===== src/rtl/temp_sample_scheduler.sv =====
// Periodic I2C temperature sampler: min/max, EMA, hysteresis alarm and fault status.
// Define TEMP_SCHED_ALARM_EN to build the over-temperature alarm; otherwise alarm is tied low.
module temp_sample_scheduler #(
   parameter int         PERIOD_CYCLES  = 100_000_000,
   parameter int         TIMEOUT_CYCLES = 1_000_000,
   parameter int         AVG_SHIFT      = 2,
   parameter logic [7:0] ALARM_HI       = 8'd30,
   parameter logic [7:0] ALARM_LO       = 8'd28
) (
   input  logic        clk_100MHz,
   input  logic        rst_n,
   output logic        i2c_start,
   input  logic        i2c_done,
   input  logic        i2c_err,
   input  logic [7:0]  i2c_data,
   output logic [7:0]  temp_c,
   output logic [7:0]  temp_min,
   output logic [7:0]  temp_max,
   output logic [7:0]  temp_avg,
   output logic        sample_valid,
   output logic [15:0] sample_cnt,
   output logic [7:0]  err_cnt,
   output logic        fault,
   output logic        alarm
);
   localparam int PW = $clog2(PERIOD_CYCLES + 1);
   localparam int TW = $clog2(TIMEOUT_CYCLES + 1);
   localparam int AW = 8 + AVG_SHIFT;

   typedef enum logic [2:0] {IDLE, START, WAIT, UPDATE, ERROR} state_t;

   state_t          state, state_nxt;
   logic [PW-1:0]   period_cnt;
   logic            tick;
   logic [TW-1:0]   tout_cnt;
   logic            timeout;
   logic [7:0]      samp_p0;
   logic [AW-1:0]   acc, acc_nxt;
   logic            have_sample;

   function automatic logic [AW-1:0] ema_step(input logic [AW-1:0] a, input logic [7:0] s,
                                              input logic first);
      if (first) return AW'(s) << AVG_SHIFT;
      return a - (a >> AVG_SHIFT) + AW'(s);
   endfunction

   function automatic logic [7:0] avg_of(input logic [AW-1:0] a);
      logic [AW-1:0] t;
      t = a >> AVG_SHIFT;
      return t[7:0];
   endfunction

   // Down-counter reloads from zero, so the tick lands in the first cycle after reset.
   assign tick    = (period_cnt == '0);
   assign timeout = (tout_cnt == TW'(TIMEOUT_CYCLES - 1));
   assign acc_nxt = ema_step(acc, samp_p0, !have_sample);

   always_ff @(posedge clk_100MHz) begin
      if (!rst_n)    period_cnt <= '0;
      else if (tick) period_cnt <= PW'(PERIOD_CYCLES - 1);
      else           period_cnt <= period_cnt - 1'b1;
   end

   always_comb begin
      state_nxt = state;
      case (state)
         IDLE:    if (tick) state_nxt = START;
         START:   state_nxt = WAIT;
         WAIT: begin
            if (i2c_err)       state_nxt = ERROR;
            else if (i2c_done) state_nxt = UPDATE;
            else if (timeout)  state_nxt = ERROR;
         end
         UPDATE:  state_nxt = IDLE;
         ERROR:   state_nxt = IDLE;
         default: state_nxt = IDLE;
      endcase
   end

   always_ff @(posedge clk_100MHz) begin
      if (!rst_n) begin
         state        <= IDLE;
         i2c_start    <= 1'b0;
         sample_valid <= 1'b0;
         tout_cnt     <= '0;
         samp_p0      <= '0;
         acc          <= '0;
         have_sample  <= 1'b0;
         temp_c       <= '0;
         temp_min     <= 8'hFF;
         temp_max     <= '0;
         temp_avg     <= '0;
         sample_cnt   <= '0;
         err_cnt      <= '0;
         fault        <= 1'b0;
      end else begin
         state        <= state_nxt;
         i2c_start    <= (state == START);
         sample_valid <= (state == UPDATE);
         if (state == START)     tout_cnt <= '0;
         else if (state == WAIT) tout_cnt <= tout_cnt + 1'b1;
         if (state == WAIT && i2c_done) samp_p0 <= i2c_data;
         // Commit stage: all result registers move together with sample_valid.
         if (state == UPDATE) begin
            temp_c      <= samp_p0;
            acc         <= acc_nxt;
            temp_avg    <= avg_of(acc_nxt);
            have_sample <= 1'b1;
            if (samp_p0 < temp_min) temp_min <= samp_p0;
            if (samp_p0 > temp_max) temp_max <= samp_p0;
            sample_cnt  <= sample_cnt + 1'b1;
            fault       <= 1'b0;
         end
         if (state == ERROR) begin
            if (err_cnt != 8'hFF) err_cnt <= err_cnt + 1'b1;
            fault <= 1'b1;
         end
      end
   end

`ifdef TEMP_SCHED_ALARM_EN
   always_ff @(posedge clk_100MHz) begin
      if (!rst_n) begin
         alarm <= 1'b0;
      end else if (state == UPDATE) begin
         if (samp_p0 >= ALARM_HI)      alarm <= 1'b1;
         else if (samp_p0 <= ALARM_LO) alarm <= 1'b0;
      end
   end
`else
   assign alarm = 1'b0;
`endif

endmodule


===== config.mk =====
export PLATFORM = sky130hd
export DESIGN_NAME = temp_sample_scheduler
export DESIGN_NICKNAME = d
export VERILOG_FILES = /design/src/rtl/temp_sample_scheduler.sv
export SDC_FILE = /design/constraint.sdc
export NUM_CORES = 1
export LEC_CHECK = 0
export CAP_MARGIN = 20
export CORE_UTILIZATION = 42
export DETAILED_ROUTE_END_ITERATION = 16
export MAX_ROUTING_LAYER = met4
export SLEW_MARGIN = 5
export SYNTH_ARGS = -nofsm -noshare
export SYNTH_HDL_FRONTEND = slang
export SYNTH_SLANG_ARGS = --single-unit
export TNS_END_PERCENT = 10

===== constraint.sdc =====
create_clock -name clk_100MHz -period 4 [get_ports clk_100MHz]
set_input_delay 0.6 -clock clk_100MHz [delete_from_list [all_inputs] [get_ports clk_100MHz]]
set_output_delay 0.6 -clock clk_100MHz [all_outputs]
set_load 0.02 [all_outputs]

**Yosys cells after proc, flatten, opt, wreduce, memory -nomap -nowiden**

Index checks and enable logic that the tools add are counted.
Widths: inputs -> output; s select.

- Memory bits (writable): 0
- Memories: 0
- Bits of input ports: 12
- Logic and storage cells: 52
- ROM bits: 0
- Bits in registers: 128
- Output and inout bits: 60
- Latch bits: 0

- Eq/ne operators: 8
- Order comparisons: 2
- Shifts and indexed selects: 0
- Add/subtract/negate cells: 6
- Bitwise gates (word level): 1
- Muxes and demuxes: 9
- Reduce and logical (&&, ||, !) cells: 10
- Div/mod/pow operators: 0
- Multiply operators: 0

Operator list:

| kind | number |
|---|---|
| $logic_not 27->1 | 1 |
| $mux 27 | 1 |
| $sub 27x1->27 const B | 1 |
| $add 20x1->20 const B | 1 |
| $eq 20x20->1 const B | 1 |
| $add 16x1->16 const B | 1 |
| $mux 3 | 4 |
| $add 10x8->10 | 1 |
| $mux 10 | 1 |
| $sub 10x8->10 | 1 |
| $pmux 3 s3 | 1 |
| $add 8x1->8 const B | 1 |
| $gt 8x8->1 | 1 |
| $lt 8x8->1 | 1 |
| $ne 8x8->1 const B | 1 |
| $reduce_and 2->1 | 4 |
| $eq 3x2->1 const B | 2 |
| $ne 4x4->1 const B | 1 |
| $reduce_or 2->1 | 2 |
| $eq 3x1->1 const B | 1 |
| $eq 3x3->1 const B | 1 |
| $logic_not 3->1 | 1 |
| $mux 1 | 2 |
| $ne 2x2->1 const B | 1 |
| 3 further kinds | 3 |

**Longest topological paths before layout**

- Depth in word-level cells: 5
- Depth in mapped cells: 11
- Gate-level depth less buffers: 11

**Least setup slack after synthesis**

No wires, ideal clock.

- Path type: flip-flop to flip-flop
- Start: register samp_p0[1]
- End: register temp_avg[6]
- Setup time: 0.132 ns
- Cell stages (with the launch flop): 11
- Arrival: 2.356 ns
- Period minus slack after synthesis: 2.489 ns
- Data required time: 3.868 ns
- Path buffers: 0
- Path slack: 1.511 ns
- Cell sequence: dfxtp_1 > inv_1 > fa_1 > inv_1 > fa_1 > a211oi_1 > o21bai_1 > o22ai_1 > xor2_1 > a21o_1 > a21oi_1

- Longest elaborated chain between the ends: 2

Ends and longest elaborated chain:

| element | RTL line | text |
|---|---|---|
| from (decl) | 37 | `logic [7:0] samp_p0;` |
| from (signal assigned) | 102 | `if (state == WAIT && i2c_done) samp_p0 <= i2c_data;` |
| $add 10x8->10 | 44 | `return a - (a >> AVG_SHIFT) + AW'(s);` |
| $mux 10 | 44 |  |
| to (signal assigned) | 107 | `temp_avg <= avg_of(acc_nxt);` |
| to (decl) | 19 | `output logic [7:0] temp_avg,` |

No other way between the ends.
A chain may end at the register's enable or synchronous reset.

**Worst setup path in the final report**

Same ends and word-level chain as after synthesis.

==> flow_metrics.py <==
metrics = {
    "route": {
        "avgViaCountPerCell": 5.26,
        "postRouteWirelength_um": 13800,
        "total_number_of_vias": 5120,
        "detail_route.drc_violations": 0,
        "wl_per_cell_um": 14.2,
        "postRouteAntennaNets": 0,
        "first_pass_iters": 4,
        "drtIter0Drc": 227,
    },
    "sta": {
        "timing.final.setup_violations": 0,
        "timing_worst_slew_pin_value_ps": 741,
        "timing.slew.headroom": 0.503,
        "final_max_slew_viol_count": 0,
        "fin_crit_sh": 0.726,
        "clock-skew-final_ps": 8.53,
        "fin_crit_ps": 2910,
        "max_freq_mhz": 344,
        "setup_repair_after_global_routing_missed_its_margin": "false",
        "totalNegativeSetupSlack_ps": 0,
        "final_hold_viol_count": 0,
    },
    "pwr": {
        "p_leak_uw": 0.00282,
        "irDropWorstVdd_mv": 0.275,
        "powerDensity_nw_per_um2": 554,
    },
    "global_routing": {
        "global_route_wire_length_before_repair_um": 22800,
        "number_of_antenna_violations_at_the_first_check_in_global_routing": 1,
        "groute.usage.overall": 0.199,
        "number_of_global_route_vias_before_repair": 4891,
        "grt_start_max_net_pins": 35,
        "grt_remaining_overflow": 0,
    },
    "cells_and_area": {
        "num-nets-final": 829,
        "final-instance-count-excl-fill": 973,
        "syn_to_final_growth_pct": 22.5,
        "sequential_cell_area_um2": 2400,
        "filler_cell_count": 1317,
        "area_occupied_by_multi_input_gates_um2": 3340,
        "share_of_final_layout_standard_cells_stronger_than_drive_strength_1": 0.0657,
    },
    "cts": {
        "cts_max_path_buffers": 2,
        "clk-insertion-delay-late_ps": 410,
        "cts_tree": "done",
        "cts_sinks": 120,
        "postCtsSetupRepairBufs": 0,
        "postCtsResizedCells": 0,
        "cts-htree-levels": 4,
        "post_cts_hold_buffer_count": 0,
        "clockRootBuffer": "clkbuf_16",
        "number_of_clock_buffers_inserted_by_tritoncts": 17,
        "clk_pin_slew_ps": 50,
    },
    "floorplanning": {
        "fp-row-count": 43,
        "top_level_ports": 72,
        "die_x_um": 123,
        "fp.coreArea_um2": 14000,
        "initial_utilization": 0.436,
        "die_area_um2": 15100,
        "fp.dieH_um": 123,
    },
    "logic_synthesis": {
        "synth_most_common_cell": "dfxtp_1",
        "synth.net_count": 771,
        "synth_commonest_cells": "dfxtp_1 (120), nand2_1 (94), nor2_1 (62)",
        "synth-main-ff-cell": "dfxtp_1",
        "yosysUniqueCellTypes": 62,
        "ys_top_cells_by_area": "dfxtp_1 (39%), ha_1 (6.1%), nand2_1 (5.8%)",
        "synthesized_area_um2": 6130,
        "avgSynthCellArea_um2": 8.50,
        "syn_inst": 721,
        "yosys.area.top_type": "dfxtp_1",
        "synthDominantCellAreaShare": 0.392,
        "synth_enable_flop_cells": 0,
        "yosysSeqAreaShare": 0.392,
        "yosysWarnings": 0,
        "ys_async_sr_fraction": 0,
        "postSynthRegisterBits": 120,
    },
    "run_status": {
        "run_status": "finished, final reports clean",
    },
    "worst_setup_path": {
        "critPathLaunchType": "flop",
        "crit_arrival_ps": 3170,
        "path_class": "flop to flop",
        "critPathRequiredTime_ps": 4270,
        "worst-path-max-fanout": 7,
        "worstSetupEndpointType": "flop",
    },
    "placement": {
        "placed_cells_incl_taps": 940,
        "globalplace.congestion": 0.881,
        "detailed_placement_wirelength_estimate_um": 9720,
        "numPortBuffers": 70,
    },
    "run": {
        "drv_cap": 0,
    },
    "hold_path": {
        "min-delay-path-class": "flop to flop",
    },
}
## worst max-delay path, stage by stage, from the launching register on
cell and delay [ps]:
dfxtp_1 530, inv_1 150, fa_1 530, inv_1 70
fa_1 470, a211oi_1 370, o21bai_1 150, o22ai_1 170
xor2_1 160, a21o_1 130, a21oi_1 50
## stage by stage
step / power (µW) / setup WS, ps / area [µm²] / util / hold WS (ps)
after floorplan: 2490 / 1510 / 6130 / - / 432
after global placement: 2660 / 1240 / 6920 / 0.493 / 441
after detailed placement: 2710 / 1130 / 6920 / 0.493 / 449
after CTS: 4190 / 1110 / 7500 / 0.534 / 459
after global routing: 4410 / 937 / 7510 / 0.535 / 479
final: 4160 / 1090 / 7510 / 0.535 / 455
## path summary, 6_finish.rpt
kind	from	to	slack, ps	cells after the start
worst max register to register	samp_p0[1]$_SDFFE_PN0P_	temp_avg[6]$_SDFFE_PN0P_	1090	10
worst min-delay path	temp_c[0]$_SDFFE_PN0P_	temp_c[0]$_SDFFE_PN0P_	460	2
worst min register to register	temp_c[0]$_SDFFE_PN0P_	temp_c[0]$_SDFFE_PN0P_	460	2
worst max-delay path	samp_p0[1]$_SDFFE_PN0P_	temp_avg[6]$_SDFFE_PN0P_	1090	10
## cell type report
| type | instances | area share |
|---|---|---|
| Multi-Input combinational cell | 510 | 0.445 |
| Clock inverter | 7 | 0.00867 |
| Antenna cell | 1 | 0.000333 |
| Sequential cell | 120 | 0.320 |
| Clock buffer | 25 | 0.0687 |
| Timing Repair Buffer | 78 | 0.101 |
| Tap cell | 180 | 0.0300 |
| Inverter | 52 | 0.0260 |
## cells in the final DEF, fill, tap and decap left out, drive strengths merged, types with 7 or more instances in the layout
| cell type | synthesis | layout |
|---|---|---|
| nor3 | 10 | 10 |
| nor2 | 62 | 62 |
| mux2i | 13 | 13 |
| xor2 | 30 | 30 |
| buf | 16 | 8 |
| or3 | 11 | 11 |
| fa | 8 | 8 |
| ha | 30 | 30 |
| nand4 | 14 | 14 |
| clkdlybuf4s50 | 0 | 70 |
| a21oi | 59 | 59 |
| dfxtp | 120 | 120 |
| o21ai | 27 | 27 |
| a211oi | 13 | 13 |
| inv | 52 | 52 |
| o211ai | 7 | 7 |
| o21a | 8 | 8 |
| nor4 | 11 | 11 |
| nand2 | 95 | 95 |
| nand3 | 18 | 18 |
| clkbuf | 23 | 25 |
| xnor2 | 23 | 23 |
| and3 | 8 | 8 |
## per-layer routing
| metal | global-route usage | vias to the layer above | routed length [µm] |
|---|---|---|---|
| li1 | - | 2590 | - |
| met1 | 0.233 | 2442 | 6410 |
| met2 | 0.328 | 76 | 6660 |
| met3 | 0.0567 | 12 | 575 |
| met4 | 0.0640 | 0 | 136 |
| met5 | - | - | 0 |
## power by group
part	switching, µW	total [µW]	internal [µW]	leakage [µW]
logic	681	1190	513	0.00157
registers	161	1490	1330	0.000971
clock network	522	1470	949	0.000285
## registers in the layout, indices dropped and copies added (netlist names)
register      cells
sample_valid      1
fault             1
temp_c            8
sample_cnt       16
acc               2
samp_p0           8
i2c_start         1
err_cnt           8
tout_cnt         20
state             3
temp_avg          8
temp_min          8
temp_max          8
have_sample       1
period_cnt       27
## kinds of logic (layout without fill, tap and decap cells)
logic type	count (synthesis)	in the layout	share of synthesized area
AO/OA/AOI/OAI	145	145	0.147
XOR/XNOR	53	53	0.0758
adder cells (fa/ha/maj)	38	38	0.0874
buffers and inverters	91	162	0.0629
flip-flops	120	120	0.392
multiplexers	13	13	0.0212
other	1	2	0.000612
AND/OR/NAND/NOR	260	260	0.213
(Power assumes the default switching activity.)
